File: src/rtl/button_event_decoder_pkg.sv
// Shared button event types and default timing, also imported by the control FSM.
// Defaults assume a 100 MHz clock: 1 s long press, 200 ms auto-repeat.
package button_event_decoder_pkg;

  typedef enum logic [1:0] {
    IDLE         = 2'd0,
    PRESSED      = 2'd1,
    LONG_HELD    = 2'd2,
    WAIT_RELEASE = 2'd3
  } btn_state_t;

  localparam int CLK_FREQ_HZ           = 100_000_000;
  localparam int LONG_CYCLES_DEFAULT   = CLK_FREQ_HZ;      // 1 s
  localparam int REPEAT_CYCLES_DEFAULT = CLK_FREQ_HZ / 5;  // 200 ms
  localparam int CNT_W_DEFAULT         = 27;

endpackage

File: src/rtl/button_event_decoder.sv
// Turns a debounced button level into one-cycle press/short/long/repeat pulses.
// All outputs registered (one cycle after the sampling edge); no backpressure, pulses are fire-and-forget.
module button_event_decoder
  import button_event_decoder_pkg::*;
#(
  parameter int LONG_CYCLES   = LONG_CYCLES_DEFAULT,
  parameter int REPEAT_CYCLES = REPEAT_CYCLES_DEFAULT,
  parameter int CNT_W         = CNT_W_DEFAULT,
  parameter bit ACTIVE_HIGH   = 1'b1
) (
  input  logic clock,
  input  logic reset,
  input  logic clean,
  input  logic enable,
  output logic press_pulse,
  output logic short_pulse,
  output logic long_pulse,
  output logic repeat_pulse,
  output logic held
);

  localparam logic [CNT_W-1:0] LONG_LAST   = CNT_W'(LONG_CYCLES - 1);
  localparam logic [CNT_W-1:0] REPEAT_LAST = CNT_W'(REPEAT_CYCLES - 1);

  logic             pressed;
  btn_state_t       state_q, state_d;
  logic [CNT_W-1:0] count_q, count_d;
  logic             pressed_q, pressed_d;
  logic             press_q, press_d;
  logic             short_q, short_d;
  logic             long_q, long_d;
  logic             repeat_q, repeat_d;
  logic             held_q, held_d;

  assign pressed = (clean == ACTIVE_HIGH);

  always_comb begin
    state_d   = state_q;
    count_d   = count_q;
    pressed_d = pressed;
    press_d   = 1'b0;
    short_d   = 1'b0;
    long_d    = 1'b0;
    repeat_d  = 1'b0;

    case (state_q)
      IDLE: begin
        if (pressed && !pressed_q) begin
          if (enable) begin
            state_d = PRESSED;
            press_d = 1'b1;
            count_d = '0;
          end else begin
            state_d = WAIT_RELEASE;
          end
        end
      end
      PRESSED: begin
        // Release beats the long threshold when both land on the same edge.
        if (!enable) begin
          state_d = WAIT_RELEASE;
        end else if (!pressed) begin
          short_d = 1'b1;
          state_d = IDLE;
        end else if (count_q == LONG_LAST) begin
          long_d  = 1'b1;
          count_d = '0;
          state_d = LONG_HELD;
        end else begin
          count_d = count_q + CNT_W'(1);
        end
      end
      LONG_HELD: begin
        if (!enable) begin
          state_d = WAIT_RELEASE;
        end else if (!pressed) begin
          state_d = IDLE;
        end else if (count_q == REPEAT_LAST) begin
          repeat_d = 1'b1;
          count_d  = '0;
        end else begin
          count_d = count_q + CNT_W'(1);
        end
      end
      WAIT_RELEASE: begin
        if (!pressed) begin
          state_d = IDLE;
        end
      end
      default: begin
        state_d = IDLE;
      end
    endcase

    held_d = (state_d == PRESSED) || (state_d == LONG_HELD);
  end

  always_ff @(posedge clock) begin
    if (reset) begin
      // A level already held through reset must be released before it can count as a press.
      state_q   <= pressed ? WAIT_RELEASE : IDLE;
      count_q   <= '0;
      pressed_q <= pressed;
      press_q   <= 1'b0;
      short_q   <= 1'b0;
      long_q    <= 1'b0;
      repeat_q  <= 1'b0;
      held_q    <= 1'b0;
    end else begin
      state_q   <= state_d;
      count_q   <= count_d;
      pressed_q <= pressed_d;
      press_q   <= press_d;
      short_q   <= short_d;
      long_q    <= long_d;
      repeat_q  <= repeat_d;
      held_q    <= held_d;
    end
  end

  assign press_pulse  = press_q;
  assign short_pulse  = short_q;
  assign long_pulse   = long_q;
  assign repeat_pulse = repeat_q;
  assign held         = held_q;

endmodule

File: config.mk
export PLATFORM = sky130hd
export DESIGN_NAME = button_event_decoder
export DESIGN_NICKNAME = d
export VERILOG_FILES = /design/src/rtl/button_event_decoder_pkg.sv /design/src/rtl/button_event_decoder.sv
export SDC_FILE = /design/constraint.sdc
export NUM_CORES = 1
export LEC_CHECK = 0
export BUFFER_PORTS_ARGS = -buffer_cell sky130_fd_sc_hd__buf_2
export CAP_MARGIN = 20
export CORE_MARGIN = 3
export CORE_UTILIZATION = 32
export DETAILED_ROUTE_END_ITERATION = 16
export GPL_ROUTABILITY_DRIVEN = 0
export PLACE_DENSITY = 0.49
export SETUP_SLACK_MARGIN = 0.1
export SKIP_LAST_GASP = 1
export SLEW_MARGIN = 20
export SYNTH_ARGS = -nofsm -noshare
export SYNTH_HDL_FRONTEND = slang
export SYNTH_SLANG_ARGS = --single-unit
File: constraint.sdc
create_clock -name clock -period 3 [get_ports clock]
set_input_delay 0.6 -clock clock [delete_from_list [all_inputs] [get_ports clock]]
set_output_delay 0.6 -clock clock [all_outputs]
set_load 0.01 [all_outputs]
==> run summary, run 1 <==
CP cell instances -> ha_1, nand3_1, or4_4, o211ai_2, nand2_1, o21bai_4, buf_4, nor2_1
Seq/Total Area, Yosys -> 36.84%
Least-Margin Pin Slew -> 0.6827 ns
RSZ-0062 raised after global routing -> no
Max VDD drop -> 0.1856 mV
Die Y -> 83.09 um
vias in the first global route -> 1,629
Worst Path Max Fanout -> 7
number of clock sinks -> 35
Seq. cell area -> 700.7 um^2
final period utilization -> 87.30%
flop-to-flop setup slack -> 0.38 ns
hold wc startpoint -> count_q[7]$_SDFFE_PP0P_
mux share of post-synthesis cell area -> 1.053%
top_reg_cell synth -> dfxtp_1
final setup TNS -> 0 ns
drt wl/cell -> 13.70 um
DR iter-0 viols -> 112
top cell type's share of synthesized area -> 36.84%
Largest delay share family, worst path -> simple AND/OR/NAND/NOR gates
synth unique cells -> 42
Clk Latency, worst-skew pair -> 0.29 ns
Seq cells post-synth -> 35
grt ovf -> 0
largest net degree at the start of global routing -> 17
internal power -> 0.8228 mW
Post-CTS Setup Inserts -> 0
switching power total -> 0.3985 mW
initial core utilization -> 33.71%
DRC Markers -> 0
TritonCTS clock tree -> yes
commonest cells in the netlist -> dfxtp_1, nor2_1, nand2_1
Synth Area in Simple Gates -> 31.84%
CP max stage delay -> 0.60 ns
core area -> 0.005642 mm^2
CP endpoint kind -> flop
DR vias/cell -> 5.311
Endpoint, Worst Hold -> count_q[7]$_SDFFE_PP0P_
crit start category -> flop
Core Util, Final -> 37.84%
CTS Buffer Depth -> 2
count leader, synth -> dfxtp_1
Finish-stage setup viols -> 0
CTS Root Cell -> clkbuf_8
top post-synthesis cells by area -> dfxtp_1, nor2_1, nand3_1
final net count -> 253
Crit Reg-Reg Endpoint -> count_q[25]$_SDFFE_PP0P_
mapped cell area -> 0.001902 mm^2
outcome -> finished clean
Post-Synth Adder-Cell Area -> 4.605%
FP Rows -> 27
slowest stage cell, crit path -> or4_4
Slew headroom -> 54.49%
WL final -> 4316 um
hold path cells -> 1
Post-Layout Inst Area -> 0.002135 mm^2
Leakage -> 0.8207 nW
Reg2Reg Launch Point -> count_q[0]$_SDFFE_PP0P_
Yosys warnings -> 0
worst path arrival time -> 2.80 ns
DPL Wire Length -> 3032 um
Worst-path clk slew -> 0.08 ns
initial antenna violation count -> 0
Gate power share -> 27.5%
chip width -> 83.09 um
Synth Area in Compound Gates -> 16.64%
post-synthesis cell count -> 231
main combinational cell family by area after synthesis -> simple AND/OR/NAND/NOR gates
max-slew violations -> 0
Fillers -> 590
via count -> 1,673
Total GRT Usage -> 13.42%
final setup skew -> 0.009346 ns
asr flop ratio synth -> 0%
EDFF count, synth -> 0
DRT antenna net count -> 0
critical path class -> flop to flop
Clock power frac -> 31.8%
H-tree levels -> 2
crit path time final -> 2.619 ns
Synth Area in XOR/XNOR -> 5.987%
FMAX -> 381.8 MHz
CTS Buf Count -> 5
# IOs -> 9
PwrDens -> 572.2 mW/mm^2
final hold slack -> 0.5126 ns
area of the multi-input gates -> 0.001151 mm^2
Mapped Nets -> 242
first-pass detailed-route iteration total -> 4
die area -> 0.006904 mm^2
switching share of power -> 32.63%
Flop pwr share -> 40.7%
share of cells above drive strength 1 -> 11.93%
first-pass GRT wire length -> 7521 um
diode count -> 0
Max-cap violations -> 0
Reg2Reg Depth -> 8
Post-Syn Area per Cell -> 8.233 um^2
Fin. Hold Viols -> 0
placed standard-cell area -> 0.002027 mm^2
WP buf/inv -> 1
Synth area leader -> dfxtp_1
WP data required -> 3.18 ns
Layout area overhead -> 12.24%
IO Port Bufs -> 8
Hold Crit Class -> flop to flop
-- kinds of logic (layout without fill, tap and decap cells) --
kind of cell | count (synthesis) | count (layout)
AOI/OAI and AO/OA | 42 | 42
buffers and inverters | 15 | 27
adders and majority gates | 7 | 7
xor gates and xnor gates | 13 | 13
DFF | 35 | 35
muxes | 2 | 2
and+or+nand+nor | 117 | 117
-- power by group through the flow --
| stage | combinational [mW] | sequential (mW) | clock (mW) |
|---|---|---|---|
| 6_report | 0.336 | 0.498 | 0.388 |
| 5_1_grt | 0.381 | 0.500 | 0.424 |
| 4_1_cts | 0.331 | 0.497 | 0.404 |
| 3_5_place_dp | 0.331 | 0.508 | 0 |
| 3_3_place_gp | 0.333 | 0.508 | 0 |
| 2_1_floorplan | 0.241 | 0.509 | 0 |
-- flip-flops by register name, indices dropped and copies added, names as in the netlist --
name / flops
pressed_q: 1
count_q: 27
repeat_pulse: 1
press_pulse: 1
long_pulse: 1
state_q: 2
held: 1
short_pulse: 1
-- final cells by class --
| type | instances | share of cell area [%] |
|---|---|---|
| Clock buffer | 8 | 4.689 |
| Inverter | 8 | 1.407 |
| Multi-Input combinational cell | 181 | 53.93 |
| Sequential cell | 35 | 32.83 |
| Tap cell | 72 | 4.220 |
| Timing Repair Buffer | 11 | 2.931 |
-- worst register-to-register path: stages (launching register included) --
cell      delay (ns)
dfxtp_1         0.40
ha_1            0.24
nand3_1         0.20
or4_4           0.60
o211ai_2        0.31
nand2_1         0.25
o21bai_4        0.27
buf_4           0.19
nor2_1          0.05
-- worst max path at each step --
stage | from | endpoint | slack (ns) | depth (start not counted)
after floorplan | state_q[0]$_DFF_P_ | count_q[24]$_SDFFE_PP0P_ | 0.51 | 9
after global placement | count_q[8]$_SDFFE_PP0P_ | count_q[22]$_SDFFE_PP0P_ | 0.31 | 7
after detailed placement | count_q[8]$_SDFFE_PP0P_ | count_q[24]$_SDFFE_PP0P_ | 0.31 | 7
after CTS | count_q[8]$_SDFFE_PP0P_ | count_q[22]$_SDFFE_PP0P_ | 0.28 | 7
after global routing | count_q[0]$_SDFFE_PP0P_ | count_q[25]$_SDFFE_PP0P_ | 0.17 | 8
final | count_q[0]$_SDFFE_PP0P_ | count_q[25]$_SDFFE_PP0P_ | 0.38 | 8
-- cell usage in the layout (no fill, tap or decap), types with 3 or more instances in the layout --
cell | netlist | routed
and4_1 | 4 | 4
o21ai_0 | 7 | 7
nor4_1 | 4 | 4
or2_2 | 3 | 3
xor2_1 | 6 | 6
nor2_1 | 27 | 27
nor3_1 | 8 | 8
buf_4 | 0 | 3
a31oi_1 | 6 | 6
inv_1 | 8 | 8
and3_1 | 4 | 4
nand2_1 | 24 | 24
nand4_1 | 6 | 6
xnor2_1 | 7 | 7
buf_2 | 1 | 8
clkbuf_8 | 0 | 7
nor2b_1 | 3 | 3
nand3_1 | 18 | 18
and2_1 | 3 | 3
a21oi_1 | 6 | 6
dfxtp_1 | 35 | 35
a21o_1 | 8 | 8
ha_1 | 7 | 7
-- repair_timing --
action                     4_1_cts  5_1_grt
setup endpoints to repair        0        5
hold buffers                     0        0
resized for setup                0        1
-- metal layers --
metal / global-route usage, % / up-vias / share of wire, %
met3: 3.274 / 14 / 3.1
met4: 7.578 / 0 / 3.0
li1: - / 853 / -
met5: 0 / - / 0
met2: 20.55 / 27 / 44
met1: 17.15 / 779 / 50
-- per-stage QoR --
step	std cells	worst slack (ns)	total power [mW]
floorplan	231	0.5091	0.7501
CTS	315	0.2838	1.233
global placement	307	0.3117	0.8411
finish	315	0.3811	1.221
detailed placement	307	0.3074	0.8388
global route	315	0.1679	1.305
Note: power is estimated with default switching activity, not from simulation.
==> run 2, diff against run 1 <==
--- a/config.mk
+++ b/config.mk
@@ -5,6 +5,7 @@
 export SDC_FILE = /design/constraint.sdc
 export NUM_CORES = 1
 export LEC_CHECK = 0
+export ABC_AREA = 1
 export BUFFER_PORTS_ARGS = -buffer_cell sky130_fd_sc_hd__buf_2
 export CAP_MARGIN = 20
 export CORE_MARGIN = 3
==> run summary, run 2 <==
final period utilization -> 72.65% (-15 points)
chip width -> 86.27 um (+3.8%)
CTS Root Cell -> clkbuf_8
Mapped Nets -> 332 (+37%)
Flop pwr share -> 44.9% (+4.2 points)
Max-cap violations -> 0 (unchanged)
hold path cells -> 2 (+1)
via count -> 1,977 (+18%)
count leader, synth -> nand2_1
PnR worst setup slack -> 0.8205 ns (+0.4395 ns)
final setup skew -> 0.002716 ns (-0.006630 ns)
die area -> 0.007443 mm^2 (+7.8%)
internal power -> 0.7551 mW (-8.2%)
vias in the first global route -> 1,813 (+11%)
commonest non-fill, non-tap cell in the layout -> nand2_1
outcome -> finished clean
top cell type's share of synthesized area -> 33.98% (-2.9 points)
Seq/Total Area, Yosys -> 33.98% (-2.9 points)
drt wl/cell -> 12.23 um (-11%)
Fillers -> 718 (+22%)
Least-Margin Pin Slew -> 0.5038 ns (-0.1789 ns)
core area -> 0.006096 mm^2 (+8.1%)
RSZ-0062 raised after global routing -> no
synth unique cells -> 32 (-24%)
crit start category -> flop
Seq cells post-synth -> 35 (unchanged)
post-synthesis cell count -> 321 (+39%)
Core Util, Final -> 37.11% (-0.73 points)
FMAX -> 458.8 MHz (+20%)
IO Port Bufs -> 8 (unchanged)
first-pass detailed-route iteration total -> 4 (unchanged)
final net count -> 343 (+36%)
Post-CTS Setup Inserts -> 0 (unchanged)
cts hold-fix bufs -> 0 (unchanged)
Worst-path clk slew -> 0.07 ns (about the same)
top_reg_cell synth -> dfxtp_1
worst path arrival time -> 2.36 ns (-0.44 ns)
grt ovf -> 0 (unchanged)
largest registers in the final layout -> count_q: 27 flops, state_q: 2 flops
switching power total -> 0.3421 mW (-14%)
Max VDD drop -> 0.2193 mV (+18%)
TritonCTS clock tree -> yes
crit path time final -> 2.179 ns (-0.4395 ns)
Largest register FFs -> 27 (unchanged)
Finish-stage setup viols -> 0 (unchanged)
DR vias/cell -> 4.846 (-8.8%)
CTS resizes -> 0 (unchanged)
max-slew violations -> 0 (unchanged)
Layout area overhead -> 9.709%
DPL Wire Length -> 3870 um (+28%)
H-tree levels -> 2 (unchanged)
diode count -> 0 (unchanged)
minimum setup slack after placement -> 0.8300 ns (+0.5225 ns)
DRT antenna net count -> 0 (unchanged)
Post-Syn Area per Cell -> 6.424 um^2 (-22%)
switching share of power -> 31.18% (-1.5 points)
Slew headroom -> 66.15% (+12 points)
Fin. Hold Viols -> 0 (unchanged)
Reg2Reg Depth -> 10 (+2)
FP Rows -> 28 (+3.7%)
Hold Crit Class -> flop to flop
DR iter-0 viols -> 108 (-3.6%)
Worst Path Max Fanout -> 13 (+6)
asr flop ratio synth -> 0% (unchanged)
Synth area leader -> dfxtp_1
top post-synthesis cells by area -> dfxtp_1, nand2_1, nor2_1
number of clock sinks -> 35 (unchanged)
# IOs -> 9 (unchanged)
commonest non-fill, non-tap cells in the layout -> nand2_1, nor2_1, inv_1, dfxtp_1, nand3_1
largest net degree at the start of global routing -> 18 (+1)
initial core utilization -> 33.83% (+0.12 points)
Total GRT Usage -> 14.32% (+0.90 points)
final setup TNS -> 0 ns (unchanged)
share of cells above drive strength 1 -> 9.910% (-2.0 points)
first-pass GRT wire length -> 8369 um (+11%)
Die Y -> 86.27 um (+3.8%)
Biggest register -> count_q
CTS Buffer Depth -> 2 (unchanged)
critical path class -> flop to flop
Yosys warnings -> 0 (unchanged)
EDFF count, synth -> 0 (unchanged)
CP endpoint kind -> flop
commonest cells in the netlist -> nand2_1, nor2_1, dfxtp_1, inv_1, nand3_1
WP data required -> 3.18 ns (about the same)
mapped cell area -> 0.002062 mm^2 (+8.4%)
Leakage -> 0.9259 nW (+13%)
Clock power frac -> 35.4% (+3.6 points)
DRC Markers -> 0 (unchanged)
initial antenna violation count -> 0 (unchanged)
PwrDens -> 485.0 mW/mm^2 (-15%)
WL final -> 4988 um (+16%)
Clk Latency, worst-skew pair -> 0.29 ns (about the same)
CTS Buf Count -> 5 (unchanged)
Gate power share -> 19.7% (-7.8 points)
## run 2: changes by cell type after synthesis, moves of 5 or more
cell / change
nand2_1: +66
nor2_1: +28
inv_1: +27
nand3_1: +10
a21o_1: -8
xnor2_1: -7
a31oi_1: -6
clkbuf_1: -5
## run 2: final cells by class
cell class	count	area, um^2	share of cell area (%)
flip-flops and latches	35	700.7	30.97
well taps	75	93.84	4.148
inverters	40	150.1	6.637
repair buffers	8	40.04	1.770
multi-input cells	242	1177	52.05
clock buffers	8	100.1	4.425
## run 2: power groups by stage
| stage | logic [mW] | clock network, mW | registers [mW] |
|---|---|---|---|
| global placement | 0.220 | 0 | 0.502 |
| CTS | 0.220 | 0.401 | 0.492 |
| global route | 0.243 | 0.424 | 0.495 |
| detailed placement | 0.220 | 0 | 0.503 |
| floorplan | 0.174 | 0 | 0.503 |
| finish | 0.217 | 0.388 | 0.492 |
## run 2: path summary, 6_finish.rpt
path         slack [ns]                     from                        to
min                0.49  count_q[1]$_SDFFE_PP0P_   count_q[1]$_SDFFE_PP0P_
max                0.82       state_q[0]$_DFF_P_  count_q[18]$_SDFFE_PP0P_
max reg2reg        0.82       state_q[0]$_DFF_P_  count_q[18]$_SDFFE_PP0P_
min reg2reg        0.49  count_q[1]$_SDFFE_PP0P_   count_q[1]$_SDFFE_PP0P_
## run 2: cell families (layout without fill, tap and decap cells)
group,count (synthesis),count (layout),share of synthesized area (%)
AOI/OAI and AO/OA,24,24,6.372
xor gates and xnor gates,5,5,2.124
adders and majority gates,7,7,4.247
buffers and inverters,44,56,8.920
DFF,35,35,33.98
and+or+nand+nor,206,206,44.36
## run 2: per-layer routing
metal | up-vias | wire, um | global-route usage (%)
met5 | - | 0 | 0
met1 | 897 | 2452 | 18.13
met2 | 31 | 2311 | 23.83
met3 | 10 | 149 | 2.947
li1 | 1039 | - | -
met4 | 0 | 74 | 5.666
## run 2: per-stage QoR
step | cell area [um^2] | hold WS [ns] | power, mW | std cells
2_1_floorplan | 2062 | 0.4555 | 0.6772 | 321
3_3_place_gp | 2162 | 0.4832 | 0.7220 | 400
3_5_place_dp | 2162 | 0.4863 | 0.7227 | 400
4_1_cts | 2262 | 0.4981 | 1.114 | 408
5_1_grt | 2262 | 0.5252 | 1.162 | 408
6_report | 2262 | 0.4899 | 1.097 | 408
## run 2: critical path, cell delays in order, from the launching register on
cell     delay (ns)
dfxtp_1        0.40
inv_1          0.12
ha_1           0.28
o21ai_1        0.20
nand2_1        0.11
nor2_4         0.32
nand2_2        0.18
nor2_2         0.18
nand2_1        0.08
xor2_1         0.14
nor2_1         0.05
